$ cat config.mk
export PLATFORM = sky130hd
export DESIGN_NAME = ld_time_sched
export DESIGN_NICKNAME = d
export VERILOG_FILES = /design/src/rtl/ld_time_pkg.sv /design/src/rtl/ld_time_sched_rise_det.sv /design/src/rtl/ld_time_sched.sv
export SDC_FILE = /design/constraint.sdc
export NUM_CORES = 1
export LEC_CHECK = 0
export ABC_AREA = 1
export CELL_PAD_IN_SITES_DETAIL_PLACEMENT = 0
export CELL_PAD_IN_SITES_GLOBAL_PLACEMENT = 2
export CORE_ASPECT_RATIO = 0.7
export CORE_MARGIN = 5
export CORE_UTILIZATION = 26
export DETAILED_ROUTE_END_ITERATION = 10
export PLACE_DENSITY = 0.8
export SLEW_MARGIN = 20
export SYNTH_ARGS = -nofsm -noshare
export SYNTH_HDL_FRONTEND = slang
export SYNTH_SLANG_ARGS = --single-unit
$ cat constraint.sdc
create_clock -name user_clk -period 2.1 [get_ports user_clk]
set_input_delay 0.42 -clock user_clk [delete_from_list [all_inputs] [get_ports user_clk]]
set_output_delay 0.42 -clock user_clk [all_outputs]
set_load 0.01 [all_outputs]
$ cat src/rtl/ld_time_pkg.sv
// Shared types and constants for the ld_time scheduler.
package ld_time_pkg;

  localparam int unsigned SW_REG_W          = 32;
  localparam int unsigned TIME_W_DEF        = 64;
  localparam int unsigned LCNT_W_DEF        = 16;
  localparam int unsigned STATUS_CNT_W      = 16;

  localparam int unsigned CTRL_ARM_BIT      = 0;
  localparam int unsigned CTRL_ABORT_BIT    = 1;
  localparam int unsigned STATUS_ARMED_BIT  = 31;

  typedef enum logic [1:0] {
    IDLE  = 2'd0,
    ARMED = 2'd1,
    LOAD  = 2'd2
  } state_t;

endpackage

$ cat src/rtl/ld_time_sched_rise_det.sv
// Single-bit rising-edge detector; history is preloaded with the live input
// during reset so a level that is already high at release never fires.
module rise_det (
  input  logic clk,
  input  logic rst_n,
  input  logic din,
  output logic rise_c
);

  logic din_d;

  // History register, tracks the input during reset as well
  always_ff @(posedge clk) begin
    if (!rst_n) begin
      din_d <= din;
    end else begin
      din_d <= din;
    end
  end

  assign rise_c = din & ~din_d;

endmodule

$ cat src/rtl/ld_time_sched.sv
// Time-load scheduler: latches a software target time on arm, then loads the
// free-running sample-time counter on the next rising sync edge.
module ld_time_sched
  import ld_time_pkg::*;
#(
  parameter int unsigned TIME_W = TIME_W_DEF,
  parameter int unsigned LCNT_W = LCNT_W_DEF
) (
  input  logic                user_clk,
  input  logic                user_rst_n,
  input  logic [SW_REG_W-1:0] ld_time_msw,
  input  logic [SW_REG_W-1:0] ld_time_lsw,
  input  logic [SW_REG_W-1:0] ld_time_ctrl,
  input  logic                sync_in,
  output logic [TIME_W-1:0]   time_out,
  output logic                ld_pulse,
  output logic                armed,
  output logic [SW_REG_W-1:0] status
);

  state_t              state;
  state_t              state_nxt;
  logic                arm_re_c;
  logic                sync_re_c;
  logic                abort_c;
  logic                shadow_we_c;
  logic                load_c;
  logic [TIME_W-1:0]   shadow;
  logic [LCNT_W-1:0]   load_cnt;
  logic                ctrl_unused;

  assign abort_c     = ld_time_ctrl[CTRL_ABORT_BIT];
  assign ctrl_unused = ^ld_time_ctrl[SW_REG_W-1:2];

  rise_det u_arm_det (
    .clk    (user_clk),
    .rst_n  (user_rst_n),
    .din    (ld_time_ctrl[CTRL_ARM_BIT]),
    .rise_c (arm_re_c)
  );

  rise_det u_sync_det (
    .clk    (user_clk),
    .rst_n  (user_rst_n),
    .din    (sync_in),
    .rise_c (sync_re_c)
  );

  // FSM state register
  always_ff @(posedge user_clk) begin
    if (!user_rst_n) begin
      state <= IDLE;
    end else begin
      state <= state_nxt;
    end
  end

  // Next-state logic; abort dominates both arm and sync
  always_comb begin
    state_nxt = state;
    case (state)
      IDLE: begin
        if (arm_re_c && !abort_c) begin
          state_nxt = ARMED;
        end
      end
      ARMED: begin
        if (abort_c) begin
          state_nxt = IDLE;
        end else if (sync_re_c) begin
          state_nxt = LOAD;
        end
      end
      LOAD: begin
        state_nxt = IDLE;
      end
      default: begin
        state_nxt = IDLE;
      end
    endcase
  end

  // FSM outputs; a sync edge in ARMED keeps the old shadow even if re-armed
  always_comb begin
    shadow_we_c = 1'b0;
    load_c      = 1'b0;
    case (state)
      IDLE: begin
        shadow_we_c = arm_re_c & ~abort_c;
      end
      ARMED: begin
        shadow_we_c = arm_re_c & ~abort_c & ~sync_re_c;
      end
      LOAD: begin
        load_c = 1'b1;
      end
      default: begin
        shadow_we_c = 1'b0;
        load_c      = 1'b0;
      end
    endcase
  end

  // Shadow of the software target time
  always_ff @(posedge user_clk) begin
    if (!user_rst_n) begin
      shadow <= '0;
    end else if (shadow_we_c) begin
      shadow <= TIME_W'({ld_time_msw, ld_time_lsw});
    end
  end

  // Free-running sample-time counter with synchronous load
  always_ff @(posedge user_clk) begin
    if (!user_rst_n) begin
      time_out <= '0;
    end else if (load_c) begin
      time_out <= shadow;
    end else begin
      time_out <= time_out + TIME_W'(1);
    end
  end

  // Load strobe and wrapping load-event counter
  always_ff @(posedge user_clk) begin
    if (!user_rst_n) begin
      ld_pulse <= 1'b0;
      load_cnt <= '0;
    end else begin
      ld_pulse <= load_c;
      if (load_c) begin
        load_cnt <= load_cnt + LCNT_W'(1);
      end
    end
  end

  // Armed flag registered from the next state so it tracks the state register
  always_ff @(posedge user_clk) begin
    if (!user_rst_n) begin
      armed <= 1'b0;
    end else begin
      armed <= (state_nxt == ARMED);
    end
  end

  // Status word for software readback
  always_comb begin
    status                   = '0;
    status[STATUS_CNT_W-1:0] = STATUS_CNT_W'(load_cnt);
    status[STATUS_ARMED_BIT] = armed;
  end

endmodule

==> summary.md, run 1 <==
| Metric | Value |
|---|---|
| Number of antenna repair diodes | 0 |
| Worst path max stage delay | 0.61 ns |
| Clock power share | 47.1% |
| Area Overhead vs Synth | 35.3% |
| Residual DRC count | 0 |
| Hold_buf cts | 0 |
| WHS | 0.448 ns |
| Postcts setup bufs | 0 |
| GRT Util Overall | 17.8% |
| Period minus WS final | 2.01 ns |
| Share of layout cells above drive strength 1 | 7.66% |
| Worst Tran Pin Value | 0.660 ns |
| Worst-Skew Late Latency | 0.44 ns |
| Hold Path End | shadow[7] |
| Crit path max-delay cell type | clkdlybuf4s50_1 |
| Flops & latches, synth | 150 |
| Pwr dens | 633 mW/mm² |
| Core area | 0.0288 mm² |
| Setup repair after global routing missed its margin | false |
| Initial antenna violation count | 0 |
| Syn avg cell area | 6.52 µm² |
| Row count | 52 |
| FF-to-FF Start | time_out[30] |
| Root buffer cell | clkbuf_16 |
| Status | complete, no violations |
| Met1 wire length | 15,800 µm |
| Multi-input logic area | 0.00390 mm² |
| Top Metal Used | met4 |
| Reg-to-Reg End | time_out[58] |
| Die height | 152 µm |
| CP endpoint kind | output pin |
| Num Clock Sinks | 150 |
| Cells after synthesis | 1,156 |
| Family with the most delay on the worst path | buffers and inverters |
| Max Fclk | 498 MHz |
| Peak VDD IR | 0.551 mV |
| Met3 wire length | 1720 µm |
| Worst Setup Start Kind | flop |
| Grt total ovfl | 0 |
| Switching Power | 1.56 mW |
| First-pass GRT wire length | 44,300 µm |
| Clk buf depth | 2 |
| Htree depth | 4 |
| Max transition margin | 55.9% |
| Post_cts resized | 0 |
| Leakage | 4.01 nW |
| Die Wd | 213 µm |
| Synth cell types | 37 |
| Sequential power share | 46.0% |
| Largest net degree at the start of global routing | 78 |
| Port Buffers | 151 |
| Detailed router's first-iteration violation count | 483 |
| Wire length on met2 | 11,000 µm |
| Final hold violation count | 0 |
| Fin. max-slew vios | 0 |
| Clock Skew | 0.0132 ns |
| CP Cell Sequence | clkdlybuf4s50_1 |
| TritonCTS Buffers | 17 |
| Gate power share | 6.9% |
| Gpl congestion | 0.881 |
| Final Cycle Share | 95.7% |
| Hold Path Origin | shadow[7] |
| R2r setup slk | 0.14 ns |
| Register-to-Register Path Depth | 9 |
| Vias | 7,630 |
| Dpl ws | 0.0811 ns |
| WP data arrival | 1.59 ns |
| Critical path class | flop to output pin |
| Post-route ant nets | 0 |
| Number of global-route vias before repair | 7,226 |
| Pint | 4.89 mW |
| Design Power | 6.45 mW |
| Synthesized area | 0.00753 mm² |
| Switching part of the total | 24.2% |
| Initial Utilization | 26.2% |
| # IOs | 197 |
| Worst Path Required | 1.68 ns |
| DRT Wirelength | 28,900 µm |
| Syn. warnings | 0 |
| Setup slack after layout | 0.0901 ns |
| Routed len/inst | 16.9 µm |
| Worst path bufs/invs | 1 |
| Detailed Routing Iterations Pass 1 | 6 |
| Die footprint | 0.0325 mm² |
| CTS tree | built |
| Vias per cell | 4.46 |
| Max Fanout on Critical Path | 4 |
| Filler cell count in the final layout | 3,171 |
| Nets@finish | 1,420 |
| Max-cap viol count | 0 |
| Hold Path Stages | 2 |
| Setup_tns | 0 ns |
| Reg area | 0.00300 mm² |
| Seq/Total Area, Yosys | 39.9% |
| Final setup vio count | 0 |
| Post-DP HPWL | 22,800 µm |
| Reg clk slew, reported paths | 0.06 ns |
| Worst Hold Class | flop to flop |
==> per-layer routing <==
metal  track usage [%]  vias to the layer above
met2              23.9                      172
met3              4.59                       27
met1              28.0                     3475
met5                 0                        -
li1                  -                     3956
met4              4.12                        0
==> cell usage in the layout (no fill, tap or decap), types with 10 or more instances in the layout <==
master | netlist | final
nand2_1 | 292 | 292
nor2_1 | 235 | 231
clkdlybuf4s50_1 | 0 | 150
dfxtp_1 | 150 | 149
inv_1 | 110 | 110
o21ai_0 | 97 | 97
nand3_1 | 54 | 54
a21oi_1 | 46 | 46
buf_4 | 17 | 30
clkbuf_16 | 0 | 17
conb_1 | 1 | 15
o21ai_1 | 14 | 14
nand4_1 | 13 | 13
xnor2_1 | 12 | 12
nand2_2 | 10 | 10
==> Yosys cell counts <==
cell type  instances  area, µm²
inv_1            110        413
a21o_1             3       22.5
buf_4             17        128
o21ai_0           97        485
o221ai_1           1       8.76
a211oi_1           1       7.51
nand2_2           10       62.6
nand3b_1           7       52.6
o32ai_1            2       17.5
nor3_1             8       40.0
clkbuf_2           1       5.00
clkbuf_1          33        124
nor2_1           235        882
nor3_2             1       10.0
nor2_4             7       78.8
nand2_1          292       1100
o22ai_1            5       31.3
a31oi_1            2       12.5
buf_1              1       3.75
ha_1               2       25.0
nand2_4            3       33.8
xnor2_1           12        105
nand3_2            1       10.0
inv_2              1       3.75
xor2_1             9       78.8
conb_1             1       3.75
nand4_1           13       81.3
nor2_8             2       40.0
buf_2              3       15.0
nand3_1           54        270
nor2_2             5       31.3
a22o_1             1       8.76
o21bai_1           5       37.5
dfxtp_1          150       3000
clkinv_1           1       3.75
o21ai_1           14       70.1
a21oi_1           46        230
==> layout make-up <==
type,instances,share of cell area [%]
Inverter,112,4.13
Tap cell,378,4.64
Clock inverter,11,0.958
Sequential cell,150,29.5
Clock buffer,21,4.72
Multi-Input combinational cell,853,38.3
Timing Repair Buffer,185,17.8
==> how the worst max path moves through the flow <==
stage	start	end	slack, ns	cells after the start
floorplan	time_out[0]	time_out[52]	0.48	10
global placement	ld_time_ctrl[0]	shadow[35]	0.15	6
detailed placement	ld_time_ctrl[0]	shadow[0]	0.08	7
CTS	time_out[30]	time_out[30]	0.08	1
global route	time_out[25]	time_out[61]	0.01	9
finish	time_out[30]	time_out[30]	0.09	1
==> through the flow <==
step	utilization [%]	cell area [µm²]	cells
4_1_cts	35.4	10200	1710
2_1_floorplan	-	7580	1170
3_3_place_gp	33.4	9600	1678
6_report	35.4	10200	1710
5_1_grt	35.4	10200	1710
3_5_place_dp	33.4	9600	1678
==> registers in the layout (all words and copies together) (netlist names) <==
name and count:
armed 1, ld_pulse 1, load_cnt 16, shadow 64, state 2, time_out 64, u_arm_det.din_d 1, u_sync_det.din_d 1
==> cells by family after synthesis <==
kind of cell,Yosys count,share of synthesized area (%)
adders and majority gates,2,0.332
buffers and inverters,167,9.24
DFF,150,39.9
xor gates and xnor gates,21,2.44
other,1,0.0498
AOI/OAI and AO/OA,177,12.4
and+or+nand+nor,638,35.7
==> power by group through the flow <==
stage / sequential (mW) / combinational, mW / clock, mW
CTS: 2.97 / 0.449 / 3.13
detailed placement: 3.03 / 0.445 / 0
finish: 2.97 / 0.442 / 3.04
floorplan: 3.02 / 0.212 / 0
global placement: 3.03 / 0.444 / 0
global route: 2.97 / 0.494 / 3.23
Note: power is estimated with default switching activity, not from simulation.
==> run 2: changes to the inputs <==
==> constraint.sdc (replaced) <==
create_clock -name user_clk -period 2.3 [get_ports user_clk]
set_input_delay 0.46 -clock user_clk [delete_from_list [all_inputs] [get_ports user_clk]]
set_output_delay 0.46 -clock user_clk [all_outputs]
set_load 0.01 [all_outputs]
==> run 2 against run 1 <==
Setup slack improved by 0.15 ns. Wire length shrank 1.2%. Combinational power down 9.7%. Clock power shrank 3%. Global-route usage down 0.20 points.
==> summary.md, run 2 (same netlist as run 1, synthesis figures left out) <==
| Metric | Value |
|---|---|
| Status | complete, no violations |
| Critical path class | flop to output pin |
| Setup slack after layout | 0.241 ns |
| Die footprint | 0.0325 mm² |
| Design Power | 6.05 mW |
| Post-route design area | 0.0101 mm² |
| Leakage | 3.96 nW |
| Final hold violation count | 0 |
| Worst Hold Class | flop to flop |
| Non-Filler Instances | 1,699 |
| Detailed Routing Iterations Pass 1 | 5 |
| DRT Wirelength | 28,500 µm |
| Final setup vio count | 0 |
| Number of global-route vias before repair | 7,367 |
| Grt total ovfl | 0 |
| Post-DP HPWL | 22,400 µm |
| Reg area | 0.00300 mm² |
| Die height | 152 µm |
| Dpl ws | 0.164 ns |
| Detailed router's first-iteration violation count | 494 |
| Initial antenna violation count | 0 |
| Share of layout cells above drive strength 1 | 6.59% |
| # IOs | 197 |
| Period minus WS final | 2.06 ns |
| Top Registers | shadow: 64 flops, time_out: 64 flops, load_cnt: 16 flops |
| Worst path max stage delay | 0.62 ns |
| Filler cell count in the final layout | 3,126 |
| Placed cell count | 1,665 |
| Worst-Skew Late Latency | 0.43 ns |
| Layout Utilization | 35.2% |
| Worst path bufs/invs | 1 |
| Nets@finish | 1,409 |
| Pwr dens | 597 mW/mm² |
| Worst Setup Start Kind | flop |
| Core area | 0.0288 mm² |
| CTS tree | built |
| Initial Utilization | 26.2% |
| Peak VDD IR | 0.477 mV |
| Fin. max-slew vios | 0 |
| Root buffer cell | clkbuf_16 |
| Max-cap viol count | 0 |
| Clk buf depth | 2 |
| Vias | 7,570 |
| Post-route ant nets | 0 |
| Hold_buf cts | 0 |
| GRT Util Overall | 17.6% |
| Residual DRC count | 0 |
| WHS | 0.449 ns |
| Number of antenna repair diodes | 0 |
| CP endpoint kind | output pin |
| Htree depth | 4 |
| Final Cycle Share | 89.5% |
| Family with the most delay on the worst path | buffers and inverters |
| Worst Path Required | 1.84 ns |
| Max Fanout on Critical Path | 4 |
| Vias per cell | 4.46 |
| Largest net degree at the start of global routing | 82 |
| Clock Skew | 0.0119 ns |
| Die Wd | 213 µm |
| Port Buffers | 151 |
| First-pass GRT wire length | 44,300 µm |
| Commonest non-fill, non-tap cell in the layout | nand2_1 |
| Max transition margin | 61.8% |
| CP Cell Sequence | clkdlybuf4s50_1 |
| Multi-input logic area | 0.00389 mm² |
| Max Fclk | 486 MHz |
| Commonest non-fill, non-tap cells in the layout | nand2_1 (292), nor2_1 (235), dfxtp_1 (150), clkdlybuf4s50_1 (150), inv_1 (109) |
| Worst Tran Pin Value | 0.572 ns |
| Reg clk slew, reported paths | 0.06 ns |
| Area Overhead vs Synth | 34.5% |
| Row count | 52 |
| Setup repair after global routing missed its margin | false |
| Crit path max-delay cell type | clkdlybuf4s50_1 |
| Routed len/inst | 16.8 µm |
| Setup_tns | 0 ns |
| TritonCTS Buffers | 17 |
| Placed inst area | 0.00949 mm² |
| Gpl congestion | 0.871 |
| WP data arrival | 1.60 ns |
| Num Clock Sinks | 150 |
-- run 2: layer usage --
| metal | wire length [µm] | global-route usage (%) | vias to the layer above |
|---|---|---|---|
| li1 | - | - | 3941 |
| met1 | 15300 | 27.3 | 3454 |
| met2 | 11200 | 24.5 | 161 |
| met3 | 1800 | 4.80 | 14 |
| met4 | 189 | 2.88 | 0 |
| met5 | 0 | 0 | - |
-- run 2: worst paths after layout --
kind	slack, ns	startpoint	to	depth (start not counted)
worst max-delay path	0.24	time_out[30]	time_out[30]	1
worst min-delay path	0.45	shadow[7]	shadow[7]	2
worst max register to register	0.34	time_out[30]	time_out[61]	9
worst min register to register	0.45	shadow[7]	shadow[7]	2
-- run 2: worst min-delay path, stage by stage, from the launching register on --
cell and delay [ns]:
dfxtp_1 0.31, inv_1 0.04, a21oi_1 0.05
-- run 2: layout make-up --
cell class / count / share of cell area, %
sequential: 150 / 29.6
tap: 378 / 4.67
multi-input combinational: 853 / 38.4
clock buffer: 19 / 4.47
inverter: 112 / 4.19
clock inverter: 13 / 1.57
timing repair buffer: 174 / 17.1
-- run 2: power breakdown --
group	internal, mW	total [mW]	switching (mW)
clock network	1.69	2.94	1.25
logic	0.193	0.399	0.206
registers	2.67	2.71	0.0405
-- run 2: what timing repair did --
action,4_1_cts,5_1_grt
setup endpoints to repair,0,2
gates resized for setup,0,1
setup buffers,0,2
